## src/rtl/cpu_pkg.sv

```systemverilog
// Shared write-back types and sizing for the register-file write-port arbiter.
package cpu_pkg;

   localparam int unsigned NUM_REGS     = 24;
   localparam int unsigned DATA_W       = 24;
   localparam int unsigned RIDX_W       = 5;
   localparam int unsigned STARVE_LIMIT = 3;
   localparam int unsigned STARVE_W     = 2;

   // age = 1 marks the entry as the younger of two held entries
   typedef struct packed {
      logic              valid;
      logic [RIDX_W-1:0] rd;
      logic [DATA_W-1:0] data;
      logic              age;
   } wb_req_t;

   function automatic logic rd_in_range(input logic [RIDX_W-1:0] rd);
      return rd < RIDX_W'(NUM_REGS);
   endfunction

endpackage

```

## src/rtl/wb_hold_buf.sv

```systemverilog
// One-entry write-request holding buffer with valid/ready handshake,
// destination range check, relative-age capture and one-hot Rd decode.
module wb_hold_buf
   import cpu_pkg::*;
(
   input  logic                clk,
   input  logic                rst_n,
   input  logic                in_valid,
   input  logic [RIDX_W-1:0]   in_rd,
   input  logic [DATA_W-1:0]   in_data,
   input  logic                grant,
   input  logic                younger,
   input  logic                peer_drain,
   output logic                ready_c,
   output logic                cap_bad_c,
   output wb_req_t             req,
   output logic [NUM_REGS-1:0] onehot_c
);

   logic cap;
   logic in_ok;

   assign ready_c   = !req.valid || grant;
   assign cap       = in_valid && ready_c;
   assign in_ok     = rd_in_range(in_rd);
   assign cap_bad_c = cap && !in_ok;

   // Out-of-range requests are swallowed at capture and never held.
   always_ff @(posedge clk or negedge rst_n) begin
      if (!rst_n) begin
         req <= '0;
      end else if (cap) begin
         req.valid <= in_ok;
         req.rd    <= in_rd;
         req.data  <= in_data;
         req.age   <= younger && in_ok;
      end else if (grant) begin
         req.valid <= 1'b0;
         req.age   <= 1'b0;
      end else if (peer_drain) begin
         req.age   <= 1'b0;
      end
   end

   always_comb begin
      onehot_c = '0;
      for (int unsigned i = 0; i < NUM_REGS; i++) begin
         onehot_c[i] = req.valid && (req.rd == RIDX_W'(i));
      end
   end

endmodule

```

## src/rtl/regfile_wb_arbiter.sv

```systemverilog
// Write-back arbiter: ALU and load holding buffers share the register-file
// write port with same-Rd ordering, bounded ALU starvation and a busy scoreboard.
module regfile_wb_arbiter
   import cpu_pkg::*;
(
   input  logic                Clock,
   input  logic                Reset_n,
   input  logic                AluValid,
   input  logic [RIDX_W-1:0]   AluRd,
   input  logic [DATA_W-1:0]   AluData,
   output logic                AluReady,
   input  logic                LdValid,
   input  logic [RIDX_W-1:0]   LdRd,
   input  logic [DATA_W-1:0]   LdData,
   output logic                LdReady,
   output logic                RegWrite,
   output logic [RIDX_W-1:0]   RD,
   output logic [DATA_W-1:0]   WriteData,
   input  logic [RIDX_W-1:0]   QueryRS,
   input  logic [RIDX_W-1:0]   QueryRT,
   output logic                BusyRS,
   output logic                BusyRT,
   output logic [NUM_REGS-1:0] BusyVec,
   output logic                BadAddr
);

   wb_req_t               alu_q;
   wb_req_t               ld_q;
   logic                  alu_gnt;
   logic                  ld_gnt;
   logic                  alu_younger;
   logic                  ld_younger;
   logic                  alu_bad;
   logic                  ld_bad;
   logic [NUM_REGS-1:0]   alu_oh;
   logic [NUM_REGS-1:0]   ld_oh;
   logic [STARVE_W-1:0]   starve_q;
   logic [DATA_W-1:0]     wd_q;
   logic                  bad_q;

   // A newly captured entry is younger than any entry the peer keeps past this edge.
   assign alu_younger = (ld_q.valid && !ld_gnt) ||
                        (LdValid && LdReady && rd_in_range(LdRd));
   assign ld_younger  = alu_q.valid && !alu_gnt;

   wb_hold_buf u_alu_buf (
      .clk        (Clock),
      .rst_n      (Reset_n),
      .in_valid   (AluValid),
      .in_rd      (AluRd),
      .in_data    (AluData),
      .grant      (alu_gnt),
      .younger    (alu_younger),
      .peer_drain (ld_gnt),
      .ready_c    (AluReady),
      .cap_bad_c  (alu_bad),
      .req        (alu_q),
      .onehot_c   (alu_oh)
   );

   wb_hold_buf u_ld_buf (
      .clk        (Clock),
      .rst_n      (Reset_n),
      .in_valid   (LdValid),
      .in_rd      (LdRd),
      .in_data    (LdData),
      .grant      (ld_gnt),
      .younger    (ld_younger),
      .peer_drain (alu_gnt),
      .ready_c    (LdReady),
      .cap_bad_c  (ld_bad),
      .req        (ld_q),
      .onehot_c   (ld_oh)
   );

   // Grant selection from held state only: same-Rd age, then starvation, then Load.
   always_comb begin
      alu_gnt = 1'b0;
      ld_gnt  = 1'b0;
      if (alu_q.valid && ld_q.valid) begin
         if (alu_q.rd == ld_q.rd) begin
            if (ld_q.age && !alu_q.age) alu_gnt = 1'b1;
            else                        ld_gnt  = 1'b1;
         end else if (starve_q == STARVE_W'(STARVE_LIMIT)) begin
            alu_gnt = 1'b1;
         end else begin
            ld_gnt = 1'b1;
         end
      end else if (alu_q.valid) begin
         alu_gnt = 1'b1;
      end else if (ld_q.valid) begin
         ld_gnt = 1'b1;
      end
   end

   always_ff @(posedge Clock or negedge Reset_n) begin
      if (!Reset_n) begin
         starve_q <= '0;
      end else if (alu_q.valid && !alu_gnt) begin
         if (starve_q != STARVE_W'(STARVE_LIMIT)) starve_q <= starve_q + STARVE_W'(1);
      end else begin
         starve_q <= '0;
      end
   end

   always_ff @(posedge Clock or negedge Reset_n) begin
      if (!Reset_n) begin
         wd_q  <= '0;
         bad_q <= 1'b0;
      end else begin
         if (alu_gnt)     wd_q <= alu_q.data;
         else if (ld_gnt) wd_q <= ld_q.data;
         if (alu_bad || ld_bad) bad_q <= 1'b1;
      end
   end

   // Write port: granted entry shows in the same cycle, data holds when idle.
   always_comb begin
      RegWrite  = alu_gnt || ld_gnt;
      RD        = '0;
      WriteData = wd_q;
      if (alu_gnt) begin
         RD        = alu_q.rd;
         WriteData = alu_q.data;
      end else if (ld_gnt) begin
         RD        = ld_q.rd;
         WriteData = ld_q.data;
      end
   end

   assign BusyVec = alu_oh | ld_oh;
   assign BadAddr = bad_q;

   always_comb begin
      BusyRS = 1'b0;
      BusyRT = 1'b0;
      if (rd_in_range(QueryRS)) BusyRS = BusyVec[QueryRS];
      if (rd_in_range(QueryRT)) BusyRT = BusyVec[QueryRT];
   end

endmodule

```

## config.mk

```make
export PLATFORM = sky130hd
export DESIGN_NAME = regfile_wb_arbiter
export DESIGN_NICKNAME = d
export VERILOG_FILES = /design/src/rtl/cpu_pkg.sv /design/src/rtl/wb_hold_buf.sv /design/src/rtl/regfile_wb_arbiter.sv
export SDC_FILE = /design/constraint.sdc
export NUM_CORES = 1
export LEC_CHECK = 0
export ABC_AREA = 1
export BUFFER_PORTS_ARGS = -buffer_cell sky130_fd_sc_hd__buf_4
export CORE_ASPECT_RATIO = 0.6
export CORE_MARGIN = 2
export CORE_UTILIZATION = 49
export CTS_BUF_LIST = sky130_fd_sc_hd__clkbuf_16
export DETAILED_ROUTE_END_ITERATION = 8
export GPL_TIMING_DRIVEN = 0
export PLACE_DENSITY = 0.78
export REMOVE_ABC_BUFFERS = 1
export SYNTH_ARGS = -nofsm -noshare
export SYNTH_HDL_FRONTEND = slang
export SYNTH_HIERARCHICAL = 1
export SYNTH_SLANG_ARGS = --single-unit
```

## constraint.sdc

```tcl
create_clock -name Clock -period 1.95 [get_ports Clock]
set_input_delay 0.195 -clock Clock [delete_from_list [all_inputs] [get_ports Clock]]
set_output_delay 0.195 -clock Clock [all_outputs]
set_load 0.02 [all_outputs]
```

After elaboration in Yosys (flattened, before gate mapping)

Index checks and enable logic that the tools add are counted.

Input bits: 72
Logic and storage cells: 177
Flip-flop bits (word level): 89

Bitwise operators: 1
Add/subtract/negate cells: 1
Muxes and demuxes: 31
Reduce and logical (&&, ||, !) cells: 77
Eq/ne operators: 50
Magnitude comparators: 6

Operators with widths:

| kind                                                       | count |
|---|---|
| equality test 5 x 4 -> 1 bit, second input constant        | 16 |
| equality test 5 bit, second input constant                 | 16 |
| logical AND 1 bit                                          | 59 |
| 2-to-1 mux 24 bit                                          | 2 |
| equality test 5 x 3 -> 1 bit, second input constant        | 8 |
| bitwise OR 24 bit                                          | 1 |
| 2-to-1 mux 1 bit                                           | 23 |
| equality test 5 x 2 -> 1 bit, second input constant        | 4 |
| less-than comparator 5 bit, second input constant          | 4 |
| less-than comparator 5 x 6 -> 1 bit, second input constant | 2 |
| binary-select mux 1 bit (select 5 bit)                     | 2 |
| equality test 5 x 1 -> 1 bit, second input constant        | 2 |
| zero test 5 bit                                            | 2 |
| 2-to-1 mux 5 bit                                           | 2 |
| zero test 1 bit                                            | 7 |
| nonzero test 3 bit                                         | 2 |
| equality test 5 bit                                        | 1 |
| logical OR 1 bit                                           | 5 |
| 2-to-1 mux 2 bit                                           | 2 |
| inequality test 2 bit, second input constant               | 2 |
| nonzero test 2 bit                                         | 2 |
| adder 2 x 1 -> 2 bit, second input constant                | 1 |
| equality test 2 bit, second input constant                 | 1 |

Depth between registers and ports, before layout

Word-level depth: 11
Depth in mapped cells: 16

Hierarchy

The synthesis kept the hierarchy.

By module, submodules not included:

| module             | sequential area each (µm²) | area each (µm²) | instances | cells each |
|---|---|---|---|---|
| wb_hold_buf        | 775.7                      | 1452.6          | 2         | 186 |
| regfile_wb_arbiter | 675.6                      | 2354.8          | 1         | 389 |

Least setup slack after synthesis

Ideal clock, no wire load.

Path kind: register -> register
Start point: reg u_ld_buf/req[26] (netlist name)
End point: reg bad_q (netlist: BadAddr)
Library setup time: 0.131 ns
Data arrival time: 1.971 ns
Buffers on the path: 1
Required time: 1.819 ns
Slack: -0.152 ns
Stages on the path, launching flop included: 15
Cell sequence: dfrtp_1 -> nor2_1 -> nor2_1 -> nor2_2 -> nand3_1 -> nand2_2 -> nand2_1 -> nand2_4 -> nand2_1 -> inv_1 -> nand2_2 -> nand2_4 -> buf_6 -> nor2_1 -> or3_1

Cells in the longest elaborated chain, start to end: 7
Elaborated cells between the ends (all ways): 12

Ends and longest elaborated chain:

| element              | line                      | source |
|---|---|---|
| from (decl)          | wb_hold_buf.sv:16         | `output wb_req_t req,` |
| equality test 5 bit  | regfile_wb_arbiter.sv:81  | `if (alu_q.rd == ld_q.rd) begin` |
| 2-to-1 mux 1 bit     | regfile_wb_arbiter.sv:81  |  |
| 2-to-1 mux 1 bit     | regfile_wb_arbiter.sv:80  | `if (alu_q.valid && ld_q.valid) begin` |
| via ld_gnt           | regfile_wb_arbiter.sv:30  | `logic ld_gnt;` |
| logical OR 1 bit     | wb_hold_buf.sv:23         | `assign ready_c = !req.valid \|\| grant;` |
| logical AND 1 bit    | wb_hold_buf.sv:24         | `assign cap = in_valid && ready_c;` |
| logical AND 1 bit    | wb_hold_buf.sv:26         | `assign cap_bad_c = cap && !in_ok;` |
| via ld_bad           | regfile_wb_arbiter.sv:34  | `logic ld_bad;` |
| logical OR 1 bit     | regfile_wb_arbiter.sv:113 | `if (alu_bad \|\| ld_bad) bad_q <= 1'b1;` |
| to (signal assigned) | regfile_wb_arbiter.sv:109 | `bad_q <= 1'b0;` |
| to (signal assigned) | regfile_wb_arbiter.sv:113 |  |
| to (decl)            | regfile_wb_arbiter.sv:39  | `logic bad_q;` |

The timed path passes the listed nets, and every way through them passes these cells.
A chain may end at the register's enable or synchronous reset.

Final worst setup path

Start point: reg u_alu_buf/req[30] (netlist name)
End point: out BusyRS

Cells in the longest elaborated chain, start to end: 5
Elaborated cells between the ends (all ways): 28

Ends and longest elaborated chain:

| element                                | line                      | source |
|---|---|---|
| from (decl)                            | wb_hold_buf.sv:16         |  |
| logical AND 1 bit                      | wb_hold_buf.sv:48         | `onehot_c[i] = req.valid && (req.rd == RIDX_W'(i));` |
| via alu_oh[3]                          | regfile_wb_arbiter.sv:35  | `logic [NUM_REGS-1:0] alu_oh;` |
| bitwise OR 24 bit                      | regfile_wb_arbiter.sv:131 | `assign BusyVec = alu_oh \| ld_oh;` |
| binary-select mux 1 bit (select 5 bit) | regfile_wb_arbiter.sv:137 | `if (rd_in_range(QueryRS)) BusyRS = BusyVec[QueryRS];` |
| 2-to-1 mux 1 bit (implied by the code) | regfile_wb_arbiter.sv:137 |  |
| 2-to-1 mux 1 bit                       | regfile_wb_arbiter.sv:137 |  |
| to (decl)                              | regfile_wb_arbiter.sv:21  | `output logic BusyRS,` |

The timed path passes the listed nets, and every way through them passes these cells. The select of a mux whose other input is x is not followed.

==> metrics.md <==
| Metric | Value |
|---|---|
| Worst vdd rail ir drop | 1.84 mV |
| Sequential area share after synthesis | 0.423 |
| Placeable core area | 10500 µm² |
| Max clock buf depth | 2 |
| Post-synth top flop | dfrtp_1 |
| Worst rel slew slack | 0.246 |
| Cell type with the largest total area after synthesis | dfrtp_1 |
| Synthesized flop and latch total | 89 |
| Die Footprint | 11600 µm² |
| Via count of the first global-routing pass | 5597 |
| Violations in the final reports | design-rule violations, negative setup slack |
| Share of async-settable or async-resettable flops after synthesis | 1.00 |
| Final-layout worst hold slack | 0.0416 ns |
| Die Span Y | 84.3 µm |
| Seq pwr share | 0.186 |
| Unrepaired setup endpoints after global routing | yes |
| Internal power contribution | 9.45 mW |
| Routed wire length | 25300 µm |
| Post-Synthesis Cells | 761 |
| Max-slew violation count | 0 |
| Result of the run | finished, violations left |
| Number of buffers created by CTS | 9 |
| R2r endpoint | u_alu_buf/req[0] |
| Clock Skew | 0.0121 ns |
| Number of hold-repair buffers added at the cts stage | 0 |
| Pre-Repair DR Iteration Count | 9 |
| Antenna Diode Count | 0 |
| Final min period | 2.63 ns |
| Fin. Hold Viols | 0 |
| Slack of the worst reg-to-reg path | -0.63 ns |
| Final setup slack of the worst path | -0.678 ns |
| Final standard cell utilization of the core | 0.812 |
| Count of unresolved DRC violations after routing | 64 |
| Synthesized area divided by synthesized cell count | 6.91 µm² |
| Most used standard cells in the synthesized netlist | 318 x nand2_1, 100 x nor2_1, 90 x nand3_1 |
| Static leakage | 4.29 nW |
| Worst flop-to-flop path startpoint | u_alu_buf/req[25] |
| Critical path, cell by cell | inv_2 > nor2_4 > nand3_1 > nor2_1 > or2_2 > nand2_1 > nand3_1 > nand2_1 > nand2_1 > nand3_1 > nand2_1 > nand2_1 > o21ai_1 > buf_4 |
| Total Power | 19.3 mW |
| Post-detailed-placement half-perimeter wirelength | 9920 µm |
| Hold crit path type | in -> async |
| Initial Utilization | 0.500 |
| Remaining number of nets flagged by the antenna check after routing | 0 |
| Drt initial violations | 1194 |
| Post-Syn Area | 5260 µm² |
| CTS tree | built |
| Highest achievable clock rate | 0.380 GHz |
| Cell types occupying the most area after synthesis | dfrtp_1 42%, nand2_1 23%, nand3_1 8.6%, nor2_1 7.1%, nand3b_1 3.4% |
| Number of flops mapped to enable cells by yosys | 0 |
| Number of cell rows | 29 |
| Deepest level of the CTS H-tree | 3 |
| Number of maximum-capacitance constraint violations | 0 |
| Area overhead of the layout relative to synthesis | 62.4% |
| Clk pwr share | 0.092 |
| FILL cells | 564 |
| Number of antenna violations at the first check in global routing | 0 |
| Top-area cell type share of the netlist area | 0.423 |
| Overflow left after global routing | 0 |
| Critical Path End Type | output pin |
| Power Dens Cells | 2260 nW/µm² |
| Number of cell instances on the worst register-to-register path | 17 |
| Comb power frac | 0.723 |
| Switching Power | 9.81 mW |
| Setup TNS | -53.92 ns |
| Final Wtd Congestion | 0.945 |
| Wire length of the first global-routing pass | 28900 µm |
| Net switching share of the total power | 0.510 |
| Largest net degree at the start of global routing | 90 |
| Data arrival time of the critical path | 2.43 ns |
| Source-to-sink clock delay at the later pin of the worst-skew pair | 0.35 ns |
| Cell with the most instances after synthesis | nand2_1 |
| Num ports | 131 |
| Fraction of final layout cells with drive strength greater than 1 | 0.475 |
| Fraction of the cycle the final worst path needs | 1.35 |
| Post-DR vias/cell | 6.28 |
| Sort of element at the start of the critical path | flip-flop |
| Critical path fanouts, max | 7 |
| Final net count | 1034 |
| Number of warnings reported in the yosys synthesis log | 6 |
| Worst path max stage delay | 0.50 ns |
| Clock-pin slew of the registers on the worst-case setup and hold paths | 0.07 ns |
| CP Data Required Time | 1.75 ns |
| CP max-delay cell | dfrtp_2 |
| Number of buffers inserted by port buffering | 130 |
| Floorplan die width | 138 µm |
| Global Route Usage Sum | 0.325 |
| Average routed wire per standard cell | 22.9 µm |
| Number of setup violations in the final report | 130 |
| Total number of vias | 6944 |
| Number of sinks handled by clock tree synthesis | 89 |
| Number of distinct library cells after synthesis | 27 |
| Cell occurring most often along the worst timing path | nand2_1 |
| Worst Max-Slew Pin Slew | 1.13 ns |
| CTS root buffer | clkbuf_16 |
| Kind of critical path | reg -> out |
registers in the layout, summed over array words and instances, names as in the netlist:
signal,flops
BadAddr,1
starve_q,2
u_alu_buf/req,31
u_ld_buf/req,31
wd_q,24
layout make-up:
| type | instances | area (µm²) | share of cell area |
|---|---|---|---|
| well taps | 139 | 174 | 0.0204 |
| repair buffers | 205 | 1940 | 0.227 |
| clock inverters | 7 | 68.8 | 0.00806 |
| flip-flops and latches | 89 | 2240 | 0.263 |
| inverters | 42 | 178 | 0.0208 |
| multi-input cells | 614 | 3720 | 0.435 |
| clock buffers | 9 | 225 | 0.0264 |
kinds of logic after synthesis:
logic type,Yosys count,synth area share
AND/OR/NAND/NOR,583,0.481
flip-flops,89,0.423
buffers and inverters,75,0.0771
AO/OA/AOI/OAI,11,0.0124
XOR/XNOR,2,0.00333
adder cells (fa/ha/maj),1,0.00238
critical path: cells and delay by family (launching register included):
kind | cells | cell delay (ns)
AND/OR/NAND/NOR | 11 | 1.25
buffers and inverters | 2 | 0.24
AO/OA/AOI/OAI | 1 | 0.08
flip-flops | 1 | 0.50
power by group through the flow:
stage          combinational [mW]  clock (mW)  sequential (mW)
2_1_floorplan                4.46           0             3.20
3_3_place_gp                 6.78           0             3.34
3_5_place_dp                 6.87           0             3.36
4_1_cts                      9.33        1.72             3.35
5_1_grt                      14.4        1.82             3.63
6_report                     13.9        1.77             3.58
metal layers:
layer,vias to the layer above,routed length (µm),part of all wire,GRT usage
li1,2824,-,-,-
met3,245,4110,0.16,0.0966
met1,3143,8740,0.35,0.468
met2,732,10600,0.42,0.496
met5,-,0,0,0
met4,0,1770,0.070,0.0557
how the worst max path moves through the flow:
stage | depth (start not counted) | end | start
3_5_place_dp | 8 | BadAddr | u_ld_buf/req[30]
4_1_cts | 10 | WriteData[7] | u_alu_buf/req[25]
2_1_floorplan | 8 | BadAddr | u_ld_buf/req[30]
5_1_grt | 15 | BusyRT | u_alu_buf/req[27]
6_report | 14 | BusyRS | u_alu_buf/req[30]
3_3_place_gp | 8 | BadAddr | u_ld_buf/req[30]
layout by cell type, fill, tap and decap left out, drive strengths merged, types with 2 or more instances in the layout:
cell type,count
a21oi,3
o21ai,4
nor3,8
nor2,107
clkinvlp,2
clkinv,4
nand2,342
clkbuf,10
dfrtp,89
nand3,91
or2,22
nand3b,24
o211ai,4
buf,204
nand4,5
inv,42
stage by stage:
| stage | cells | worst slack (ns) | instance area, µm² |
|---|---|---|---|
| final | 1105 | -0.678 | 8540 |
| after floorplan | 728 | -0.733 | 5010 |
| after CTS | 1056 | -0.434 | 7240 |
| after detailed placement | 997 | -1.66 | 6160 |
| after global placement | 997 | -1.66 | 6160 |
| after global routing | 1105 | -0.753 | 8540 |
what timing repair did:
item                       CTS  global route
setup endpoints to repair  121           121
pin swaps                   14            46
buffers inserted            33            43
gates cloned                10             8
resized for setup          106           233
(Power assumes the default switching activity.)
